--- src/rtl/hazard_pkg.sv ---
// rtl/hazard_pkg.sv - shared register-width and pipeline-stage record definitions
//
// Purpose: common types for the destination-tracking pipeline and the forwarding unit.
//   RW      register-address width (16 architectural registers)
//   dest_t  one stage record {rd, rf_enable, load}
//   BUBBLE  empty stage record; rf_enable=0 so it never matches a source compare
package hazard_pkg;

   localparam int RW = 4;

   typedef struct packed {
      logic [RW-1:0] rd;
      logic          rf_enable;
      logic          load;
   } dest_t;

   localparam dest_t BUBBLE = '{rd: '0, rf_enable: 1'b0, load: 1'b0};

endpackage

--- src/rtl/pipe_dest_stage.sv ---
// rtl/pipe_dest_stage.sv - one registered {rd, rf_enable, load} pipeline stage
//
// Purpose: holds the destination record of the instruction occupying one stage.
// Ports:
//   clk     in   pipeline clock
//   reset   in   asynchronous, active-high; empties the stage
//   bubble  in   replace the incoming record with an empty one on this edge
//   d       in   record arriving from the previous stage
//   q       out  record of the instruction in this stage
module pipe_dest_stage
   import hazard_pkg::*;
(
   input  logic  clk,
   input  logic  reset,
   input  logic  bubble,
   input  dest_t d,
   output dest_t q
);

   always_ff @(posedge clk or posedge reset) begin
      if (reset)
         q <= BUBBLE;
      else if (bubble)
         q <= BUBBLE;
      else
         q <= d;
   end

endmodule

--- src/rtl/hazard_dest_pipeline.sv ---
// rtl/hazard_dest_pipeline.sv - EX/MEM/WB destination tracking with load-use stall detection
//
// Purpose: carries each in-flight instruction's destination register, RF write enable and
// load flag through EX, MEM and WB for the forwarding unit; detects load-use hazards, stalls
// IF/ID for one cycle while inserting a bubble into EX, and counts stall cycles (saturating).
// Ports:
//   clk, reset                      clock; asynchronous active-high reset
//   ID_Rd, ID_RF_enable             destination / write enable of the instruction in ID
//   ID_load_instr                   instruction in ID is a load
//   ID_Rn, ID_Rm                    source registers of the instruction in ID
//   ID_use_Rn, ID_use_Rm            qualify the source compares
//   flush                           taken branch; ID instruction must not enter EX
//   EX_/MEM_/WB_Rd, _RF_enable      per-stage destination records
//   EX_load                         instruction in EX is a load
//   stall                           combinational; hold PC and IF/ID this cycle
//   stall_count                     saturating count of stall cycles
module hazard_dest_pipeline
   import hazard_pkg::*;
#(
   parameter int CNT_W = 16
) (
   input  logic             clk,
   input  logic             reset,
   input  logic [RW-1:0]    ID_Rd,
   input  logic             ID_RF_enable,
   input  logic             ID_load_instr,
   input  logic [RW-1:0]    ID_Rn,
   input  logic [RW-1:0]    ID_Rm,
   input  logic             ID_use_Rn,
   input  logic             ID_use_Rm,
   input  logic             flush,
   output logic [RW-1:0]    EX_Rd,
   output logic [RW-1:0]    MEM_Rd,
   output logic [RW-1:0]    WB_Rd,
   output logic             EX_RF_enable,
   output logic             MEM_RF_enable,
   output logic             WB_RF_enable,
   output logic             EX_load,
   output logic             stall,
   output logic [CNT_W-1:0] stall_count
);

   localparam logic [CNT_W-1:0] CNT_MAX = '1;

   dest_t id_rec;
   dest_t ex_q;
   dest_t mem_q;
   dest_t wb_q;
   logic  raw;
   logic  ex_bubble;

   assign id_rec = '{rd: ID_Rd, rf_enable: ID_RF_enable, load: ID_load_instr};

   // The use_* qualifiers gate each compare, so an unused source field can never stall.
   // A bubble in EX has rf_enable=0, so its rd=0 cannot match R0 sources either.
   always_comb begin
      raw = 1'b0;
      if (ex_q.load && ex_q.rf_enable)
         raw = (ID_use_Rn && (ID_Rn == ex_q.rd)) || (ID_use_Rm && (ID_Rm == ex_q.rd));
   end

   // The ID instruction is killed by a flush, so there is nothing to stall for.
   assign stall     = raw && !flush;
   assign ex_bubble = flush || stall;

   pipe_dest_stage u_ex (
      .clk    (clk),
      .reset  (reset),
      .bubble (ex_bubble),
      .d      (id_rec),
      .q      (ex_q)
   );

   pipe_dest_stage u_mem (
      .clk    (clk),
      .reset  (reset),
      .bubble (1'b0),
      .d      (ex_q),
      .q      (mem_q)
   );

   pipe_dest_stage u_wb (
      .clk    (clk),
      .reset  (reset),
      .bubble (1'b0),
      .d      (mem_q),
      .q      (wb_q)
   );

   always_ff @(posedge clk or posedge reset) begin
      if (reset)
         stall_count <= '0;
      else if (stall && (stall_count != CNT_MAX))
         stall_count <= stall_count + 1'b1;
   end

   assign EX_Rd         = ex_q.rd;
   assign EX_RF_enable  = ex_q.rf_enable;
   assign EX_load       = ex_q.load;
   assign MEM_Rd        = mem_q.rd;
   assign MEM_RF_enable = mem_q.rf_enable;
   assign WB_Rd         = wb_q.rd;
   assign WB_RF_enable  = wb_q.rf_enable;

   // Load data is resolved by forwarding once past EX, so the flag is not consumed later.
   logic unused_load_flags;
   assign unused_load_flags = &{1'b0, mem_q.load, wb_q.load};

endmodule

--- config.mk ---
export PLATFORM = sky130hd
export DESIGN_NAME = hazard_dest_pipeline
export DESIGN_NICKNAME = d
export VERILOG_FILES = /design/src/rtl/hazard_pkg.sv /design/src/rtl/pipe_dest_stage.sv /design/src/rtl/hazard_dest_pipeline.sv
export SDC_FILE = /design/constraint.sdc
export NUM_CORES = 1
export LEC_CHECK = 0
export CAP_MARGIN = 20
export CORE_MARGIN = 1.5
export CORE_UTILIZATION = 50
export CTS_BUF_LIST = sky130_fd_sc_hd__clkbuf_8
export DETAILED_ROUTE_END_ITERATION = 6
export PLACE_DENSITY_LB_ADDON = 0.3
export SLEW_MARGIN = 20
export SYNTH_ARGS = -nofsm -noshare
export SYNTH_HDL_FRONTEND = slang
export SYNTH_HIERARCHICAL = 1
export SYNTH_SLANG_ARGS = --single-unit
--- constraint.sdc ---
create_clock -name clk -period 4.5 [get_ports clk]
set_clock_uncertainty 0.05 [all_clocks]
set_input_delay 0.9 -clock clk [delete_from_list [all_inputs] [get_ports clk]]
set_output_delay 0.9 -clock clk [all_outputs]
set_load 0.005 [all_outputs]
==> flow_summary.toml, run 1 <==
[status]
status = "finished, final reports clean"

[clock_tree]
cts.clk_slew.worst_paths_ns = 0.07
cts_max_path_buffers = 2
clock-sinks = 32
cts_resized = 0
cts_tree = "yes"
root_buffer = "clkbuf_8"
cts_setup_buffers = 0
clk_latency_ns = 0.29
cts_buffers = 5
cts-htree-levels = 2
holdBufCountCts = 0

[run]
maxCapViolCount = 0

[global_route]
grt_overflow_total = 0
grt_usage = 0.217
antenna_found_initial = 0
grt_pass1_vias = 1130
grt_max_degree = 17
grt_pass1_wl_mm = 5.14

[power_and_ir_drop]
clock_power_share = 0.390
seq_power_share = 0.518
power.total_mw = 0.582
intPower_mw = 0.450
power_density_nw_per_um2 = 275
swShare = 0.227
total_leakage_power_nw = 1.03
vdd_drop_max_v = 0.000229
switchingPower_mw = 0.132
pwr-share-comb = 0.091

[worst_hold_path]
min_from = "stall_count[7]"
min_path_type = "register to register"

[finish]
insertedDiodeCount = 0
syn_to_final_growth_pct = 45.9
finalNetCount = 212
drive_gt1_frac = 0.0777

[die]
die_w_um = 56.9
rows = 19
coreArea_um2 = 2760
start_util = 0.526
ios = 52
die_y_um = 56.9
dieArea_um2 = 3230

[sta]
period_minus_slack_ns = 3.88
slew_viol_final = 0
max_clock_freq_ghz = 0.258
rsz0062_at_grt = "false"
setup_violations = 0
fin_ws_ns = 0.619
finalHoldViolations = 0
setup_tns_ns = 0
min_period_over_period = 0.862
worstMarginPinSlew_ns = 0.910
max_slew_margin = 0.393

[placement]
gp_congestion = 0.791
io_buffer_count = 51
dp_slack_ns = 0.591
dp_hpwl_mm = 2.42

[critical_path]
cp-end-kind = "primary output"
path_max_fanout = 12
crit_type = "input port to primary output"
worstPathArrival_ns = 2.93
startpoint_type = "input port"
crit_start = "ID_Rm[0]"
worstPathRequired_ns = 3.55
worst_r2r_startpoint = "u_ex/q[2]"

[synth]
syn_area_um2 = 1450
ys.warnings.count = 6
syn_avg_cell_area_um2 = 11.4
syn_inst = 127

[detailed_routing]
vias = 1132
drtAntennaViolNets = 0
drc_errors = 0
drt-initial-drc-count = 17
vias_per_cell = 5.05
dr.pass1.iters = 6
wl_mm = 3.07
wl_per_cell_um = 13.7
-- critical path, cell delays in order --
cell             delay [ns]
clkdlybuf4s50_1        0.48
xor2_1                 0.17
nor3_1                 0.10
a22oi_1                0.71
inv_1                  0.09
clkdlybuf4s50_1        0.48
-- layout make-up --
class / count / area (µm²)
fillers: 204 / 642
inverters: 6 / 22.5
flip-flops and latches: 32 / 801
multi-input cells: 96 / 651
repair buffers: 51 / 510
well taps: 31 / 38.8
clock buffers: 6 / 82.6
clock inverters: 2 / 10.0
-- metrics by stage --
stage	utilization	instances	hold slack (ns)	cell area, µm²
2_1_floorplan	-	136	0.434	1480
3_3_place_gp	0.734	216	0.423	2020
3_5_place_dp	0.734	216	0.438	2020
4_1_cts	0.767	224	0.449	2120
5_1_grt	0.767	224	0.483	2120
6_report	0.767	224	0.450	2120
-- cells in the final DEF, fill, tap and decap left out, drive strengths merged --
master and count:
a22oi 2, clkbuf 6, clkdlybuf4s50 51, clkinv 2, conb 10, dfrtp 32
ha 1, inv 6, mux2 1, nand2 5, nand2b 1, nand3 5
nand4 5, nor2 4, nor2b 16, nor3 10, nor3b 1, nor4 7
nor4b 1, or2 1, or2b 1, or3 1, or4 1, xnor2 1
xor2 22
-- final timing paths --
kind,to,slack (ns),cells past startpoint
min in group asynchronous,u_mem/q[3],0.88,2
worst max register to register,stall_count[1],2.44,5
worst min register to register,stall_count[7],0.45,1
max in group asynchronous,stall_count[0],2.96,2
worst max-delay path,stall,0.62,6
worst min-delay path,stall_count[7],0.45,1
-- state kept, by name, summed over array words and instances (netlist names) --
signal,flops
stall_count,16
u_ex/q,6
u_mem/q,5
u_wb/q,5
-- metal layers --
layer / track usage / part of all wire / wire [µm]
met5: 0 / 0 / 0
met4: 0.0797 / 0.010 / 32
met3: 0.0829 / 0.054 / 166
met2: 0.354 / 0.53 / 1610
met1: 0.261 / 0.41 / 1260
-- power groups by stage --
stage	clock [mW]	sequential (mW)	combinational (mW)
after floorplan	0	0.306	0.0180
after detailed placement	0	0.307	0.0537
after CTS	0.229	0.302	0.0539
after global routing	0.249	0.303	0.0584
after global placement	0	0.306	0.0517
final	0.227	0.302	0.0531
Note: power is estimated with default switching activity, not from simulation.
==> run 2: changes to the inputs <==
clock period = 4.49 ns   (was 4.5 ns; I/O delays follow)
==> results of run 2 <==
Same layout as run 1 (identical final DEF). Status: finished, final reports clean.
Among the figures that moved: setup slack after placement 0.591 ns -> 0.585 ns; setup slack after layout 0.619 ns -> 0.613 ns; register-to-register setup slack 2.44 ns -> 2.43 ns; total power 0.582 mW -> 0.583 mW; worst IR drop on VDD 0.000229 V -> 0.000230 V
==> run 3: changes to the inputs <==
--- a/config.mk
+++ b/config.mk
@@ -10,4 +10,5 @@
 export CORE_UTILIZATION = 50
 export CTS_BUF_LIST = sky130_fd_sc_hd__clkbuf_8
+export CTS_CLUSTER_DIAMETER = 100
 export DETAILED_ROUTE_END_ITERATION = 6
 export PLACE_DENSITY_LB_ADDON = 0.3
--- a/constraint.sdc
+++ b/constraint.sdc
@@ -3,3 +3,3 @@
 set_input_delay 0.898 -clock clk [delete_from_list [all_inputs] [get_ports clk]]
 set_output_delay 0.898 -clock clk [all_outputs]
-set_load 0.005 [all_outputs]
+set_load 0.1 [all_outputs]
==> flow_summary.toml, run 3 (synthesized netlist as in run 1, its figures left out) <==
[status]
status = "finished, final reports clean"

[critical_path]
r2r_cells = 6
worstPathRequired_ns = 3.54
startpoint_type = "input port"
crit_type = "input port to primary output"
worstPathArrival_ns = 2.74
path_max_fanout = 12
cp-end-kind = "primary output"

[finish]
top_regs = "stall_count: 16 flops, u_ex/q: 6 flops"
fillerInstances = 195
regMostFlops = "stall_count"
drive_gt1_frac = 0.0725
post-route-util = 0.765
insertedDiodeCount = 0
final_common_cell = "clkdlybuf4s50_1"
syn_to_final_growth_pct = 45.6
finalNetCount = 212
final_cell_mix = "clkdlybuf4s50_1 (50), dfrtp_1 (32), xor2_1 (22)"
largest_register_ffs = 16
final_area_um2 = 2110

[placement]
io_buffer_count = 51
dp_hpwl_mm = 2.48
gp_congestion = 0.793
dpl_cell_area_um2 = 2020

[sta]
setup_tns_ns = 0
setup_violations = 0
worstMarginPinSlew_ns = 0.995
period_minus_slack_ns = 3.69
min_period_over_period = 0.821
max_slew_margin = 0.335
rsz0062_at_grt = "false"
finalHoldViolations = 0
slew_viol_final = 0
max_clock_freq_ghz = 0.271

[die]
die_w_um = 56.9
dieArea_um2 = 3230
ios = 52
start_util = 0.526
rows = 19
die_y_um = 56.9
coreArea_um2 = 2760

[detailed_routing]
wl_met3_um = 164
wl_per_cell_um = 14.0
wl_met1_mm = 1.25
vias = 1156
drt-initial-drc-count = 5
drtAntennaViolNets = 0
dr.pass1.iters = 4
wl_mm = 3.14
wl_met2_mm = 1.64
vias_per_cell = 5.16
drc_errors = 0
highest_layer = "met4"

[clock_tree]
clk_latency_ns = 0.29
cts_buffers = 5
cts_tree = "yes"
cts_setup_buffers = 0
cts_max_path_buffers = 2
cts-htree-levels = 2
holdBufCountCts = 0
root_buffer = "clkbuf_8"
clock-sinks = 32
cts_resized = 0
cts.clk_slew.worst_paths_ns = 0.07

[power_and_ir_drop]
pwr-share-comb = 0.170
vdd_drop_max_v = 0.000291
intPower_mw = 0.449
total_leakage_power_nw = 1.03
switchingPower_mw = 0.180
seq_power_share = 0.481
swShare = 0.287
power_density_nw_per_um2 = 298
clock_power_share = 0.349

[global_route]
grt_usage = 0.216
grt_pass1_wl_mm = 5.18
antenna_found_initial = 0
grt_pass1_vias = 1163
grt_overflow_total = 0
grt_max_degree = 17

[worst_hold_path]
min_path_type = "register to register"
worstHoldPathCells = 1

[run]
maxCapViolCount = 0
[run 3: path summary, 6_finish.rpt]
check                               start              end  slack (ns)
min in group asynchronous           reset        u_wb/q[5]        0.88
hold reg to reg            stall_count[7]   stall_count[7]        0.46
setup reg to reg           stall_count[0]  stall_count[13]        2.36
max in group asynchronous           reset  stall_count[14]        2.91
hold / removal             stall_count[7]   stall_count[7]        0.46
setup / recovery                 ID_Rm[1]            stall        0.80
[run 3: area by class of cell]
type                            count  area (µm²)  share of cell area
Tap cell                           31        38.8              0.0184
Sequential cell                    32         801               0.379
Multi-Input combinational cell     96         651               0.308
Timing Repair Buffer               51         508               0.241
Clock buffer                        6        82.6              0.0391
Inverter                            6        22.5              0.0107
Clock inverter                      2        7.51             0.00356
[run 3: critical path: stages]
cell	delay, ns
clkdlybuf4s50_1	0.47
xor2_1	0.21
nor3_1	0.09
a22oi_1	0.71
inv_1	0.10
buf_4	0.27
[run 3: metrics by stage]
| stage | instances | power, mW | hold WS (ns) | setup slack (ns) |
|---|---|---|---|---|
| after CTS | 224 | 0.633 | 0.459 | 0.793 |
| final | 224 | 0.629 | 0.458 | 0.804 |
| after global routing | 224 | 0.653 | 0.477 | 0.651 |
| after global placement | 216 | 0.411 | 0.423 | 0.835 |
| after floorplan | 136 | 0.377 | 0.627 | 1.27 |
| after detailed placement | 216 | 0.415 | 0.448 | 0.801 |
[run 3: per-layer routing]
layer / track usage / vias to the layer above
li1: - / 546
met5: 0 / -
met2: 0.367 / 36
met3: 0.0737 / 11
met1: 0.243 / 563
met4: 0.0997 / 0
[run 3: power by group through the flow]
| stage | clock network, mW | logic [mW] | registers [mW] |
|---|---|---|---|
| finish | 0.220 | 0.107 | 0.303 |
| global route | 0.237 | 0.112 | 0.303 |
| CTS | 0.224 | 0.107 | 0.303 |
| detailed placement | 0 | 0.107 | 0.308 |
| global placement | 0 | 0.105 | 0.307 |
| floorplan | 0 | 0.0183 | 0.358 |
==> RTL edit: new RTL, flow settings as in run 1 <==
Register the output `stall_count` once more, cleared by the reset; this adds one clock of latency there. The other outputs are not delayed to match. Comments in the files are not updated.
--- a/src/rtl/hazard_dest_pipeline.sv
+++ b/src/rtl/hazard_dest_pipeline.sv
@@ -42,4 +42,6 @@
 
    localparam logic [CNT_W-1:0] CNT_MAX = '1;
+
+   logic [CNT_W-1:0] stall_count_s0;
 
    dest_t id_rec;
@@ -90,7 +92,7 @@
    always_ff @(posedge clk or posedge reset) begin
       if (reset)
-         stall_count <= '0;
-      else if (stall && (stall_count != CNT_MAX))
-         stall_count <= stall_count + 1'b1;
+         stall_count_s0 <= '0;
+      else if (stall && (stall_count_s0 != CNT_MAX))
+         stall_count_s0 <= stall_count_s0 + 1'b1;
    end
 
@@ -107,4 +109,12 @@
    assign unused_load_flags = &{1'b0, mem_q.load, wb_q.load};
 
+   always_ff @(posedge clk or posedge reset) begin
+      if (reset) begin
+         stall_count <= '0;
+      end else begin
+         stall_count <= stall_count_s0;
+      end
+   end
+
 endmodule
 
Function: changed (a bounded check fails within 4 cycles, from zero or initial values and one cycle with reset high).
==> RTL edit against run 1 <==
  * Critical path depth is the same
  * Synthesized area grew 28%
  * Final area grew 21%
  * Setup slack lost 130 ps
  * Core utilization shrank 2.1 points
  * Final cell count grew 14%
  * Routed wire length grew 22%
  * Sequential cell count grew 16
  * Non-clock buffer count grew 1
  * Power grew 39%
  * Largest cell class unchanged
==> RTL edit: results (changes against run 1) <==
Placed design
  • HPWL after DPL: 2823 µm (+17%)
  • PortBufs: 51 (unchanged)
  • Dpl ws: 536.1 ps (-54.69 ps)
  • RePlAce Congestion: 0.7809 (-1.2%)
  • Placed cell areas: 0.002457 mm² (+21%)

Clocking
  • Clk root buf: clkbuf_8
  • Post-CTS setup buffer count: 0 (unchanged)
  • Worst-path clk slew: 90 ps (+20 ps)
  • Worst skew pair latency: 300 ps
  • Post_cts resized: 0 (unchanged)
  • Max H-tree Level: 2 (unchanged)
  • Clk buf depth: 2 (unchanged)

Routing
  • Wirelength per Cell: 14.58 µm (+6.4%)
  • Routed via count: 1,269 (+12%)
  • Drt pass-1 iters: 4 (-2)
  • Initial DRC count: 50 (+33)

Critical path
  • CP Data Arrival Time: 3060 ps (+130 ps)
  • Crit path launch: ID_Rn[3]
  • Max Fanout on Critical Path: 12 (unchanged)
  • Largest stage delay on the critical path: 820 ps (+110 ps)
  • Slowest stage cell, crit path: a22oi_1
  • CP delay by family, top: buffers and inverters
  • Critical R2R Launch: u_ex/q[5]$_DFF_PP0_
  • R2R cell count: 5 (unchanged)

Synthesis
  • Yosys Warn Count: 6 (unchanged)

STA
  • Slew @ Worst Pin: 1010 ps (+99.32 ps)
  • Slew Limit Fails: 0 (unchanged)

Layout
  • N_diodes: 0 (unchanged)
  • Fin nets: 229 (+8.0%)
  • Biggest regs: stall_count (16), stall_count_s0 (16), u_ex/q (6)
  • Layout cells sized above 1: 0.07619 (-0.001530)

Run status
  • Status: finished clean

Global routing
  • First-pass GRT wire length: 6265 µm (+22%)
  • Largest net degree at the start of global routing: 22 (+5)
  • Gr usage total: 0.2022 (-0.01464)

Hold path
  • Hold Crit Class: flop to flop
  • Hold path startpoint: stall_count_s0[7]$_DFFE_PP0P_
  • Cell depth of the worst hold path: 0 (-1)

Pwr
  • Peak supply drop: 0.0001699 V (-26%)
  • Static Leak: 1.257 nW (+22%)
[RTL edit: worst register-to-register path: cells and delay by family, from the launching register on]
kind,cells,cell delay (ps)
XOR/XNOR,2,290
flip-flops,1,440
AO/OA/AOI/OAI,1,400
AND/OR/NAND/NOR,2,930
[RTL edit: final timing paths]
path | end | slack, ps
worst min-delay path | stall_count[7]$_DFF_PP0_ | 390
worst max-delay path | stall | 490
min in group asynchronous | u_mem/q[5]$_DFF_PP0_ | 850
worst max register to register | stall_count_s0[12]$_DFFE_PP0P_ | 2270
max in group asynchronous | stall_count_s0[15]$_DFFE_PP0P_ | 2910
worst min register to register | stall_count[7]$_DFF_PP0_ | 390
[RTL edit: layout make-up]
type                    count  area, µm²
clock buffers               5      68.82
clock inverters             3      42.54
fillers                   228      873.3
inverters                   6      22.52
multi-input cells          96      650.6
flip-flops and latches     48       1201
well taps                  46      57.56
repair buffers             52      525.5
[RTL edit: where the power goes]
group / internal, mW / switching, mW / leakage (nW)
logic: 0.0344 / 0.0241 / 0.554
clock network: 0.164 / 0.139 / 0.0541
registers: 0.439 / 0.00731 / 0.649
[RTL edit: per-stage QoR]
stage	instances	power (mW)	hold slack [ps]
after floorplan	152	0.4744	342.1
after global placement	247	0.5096	361.1
after detailed placement	248	0.5134	366.9
after CTS	256	0.8141	387.1
after global routing	256	0.8365	405.4
final	256	0.8085	392.1
[RTL edit: layer usage]
| layer | track usage | share of wire |
|---|---|---|
| met1 | 0.2359 | 0.39 |
| met2 | 0.3581 | 0.54 |
| met3 | 0.04401 | 0.046 |
| met4 | 0.08424 | 0.022 |
| met5 | 0 | 0 |
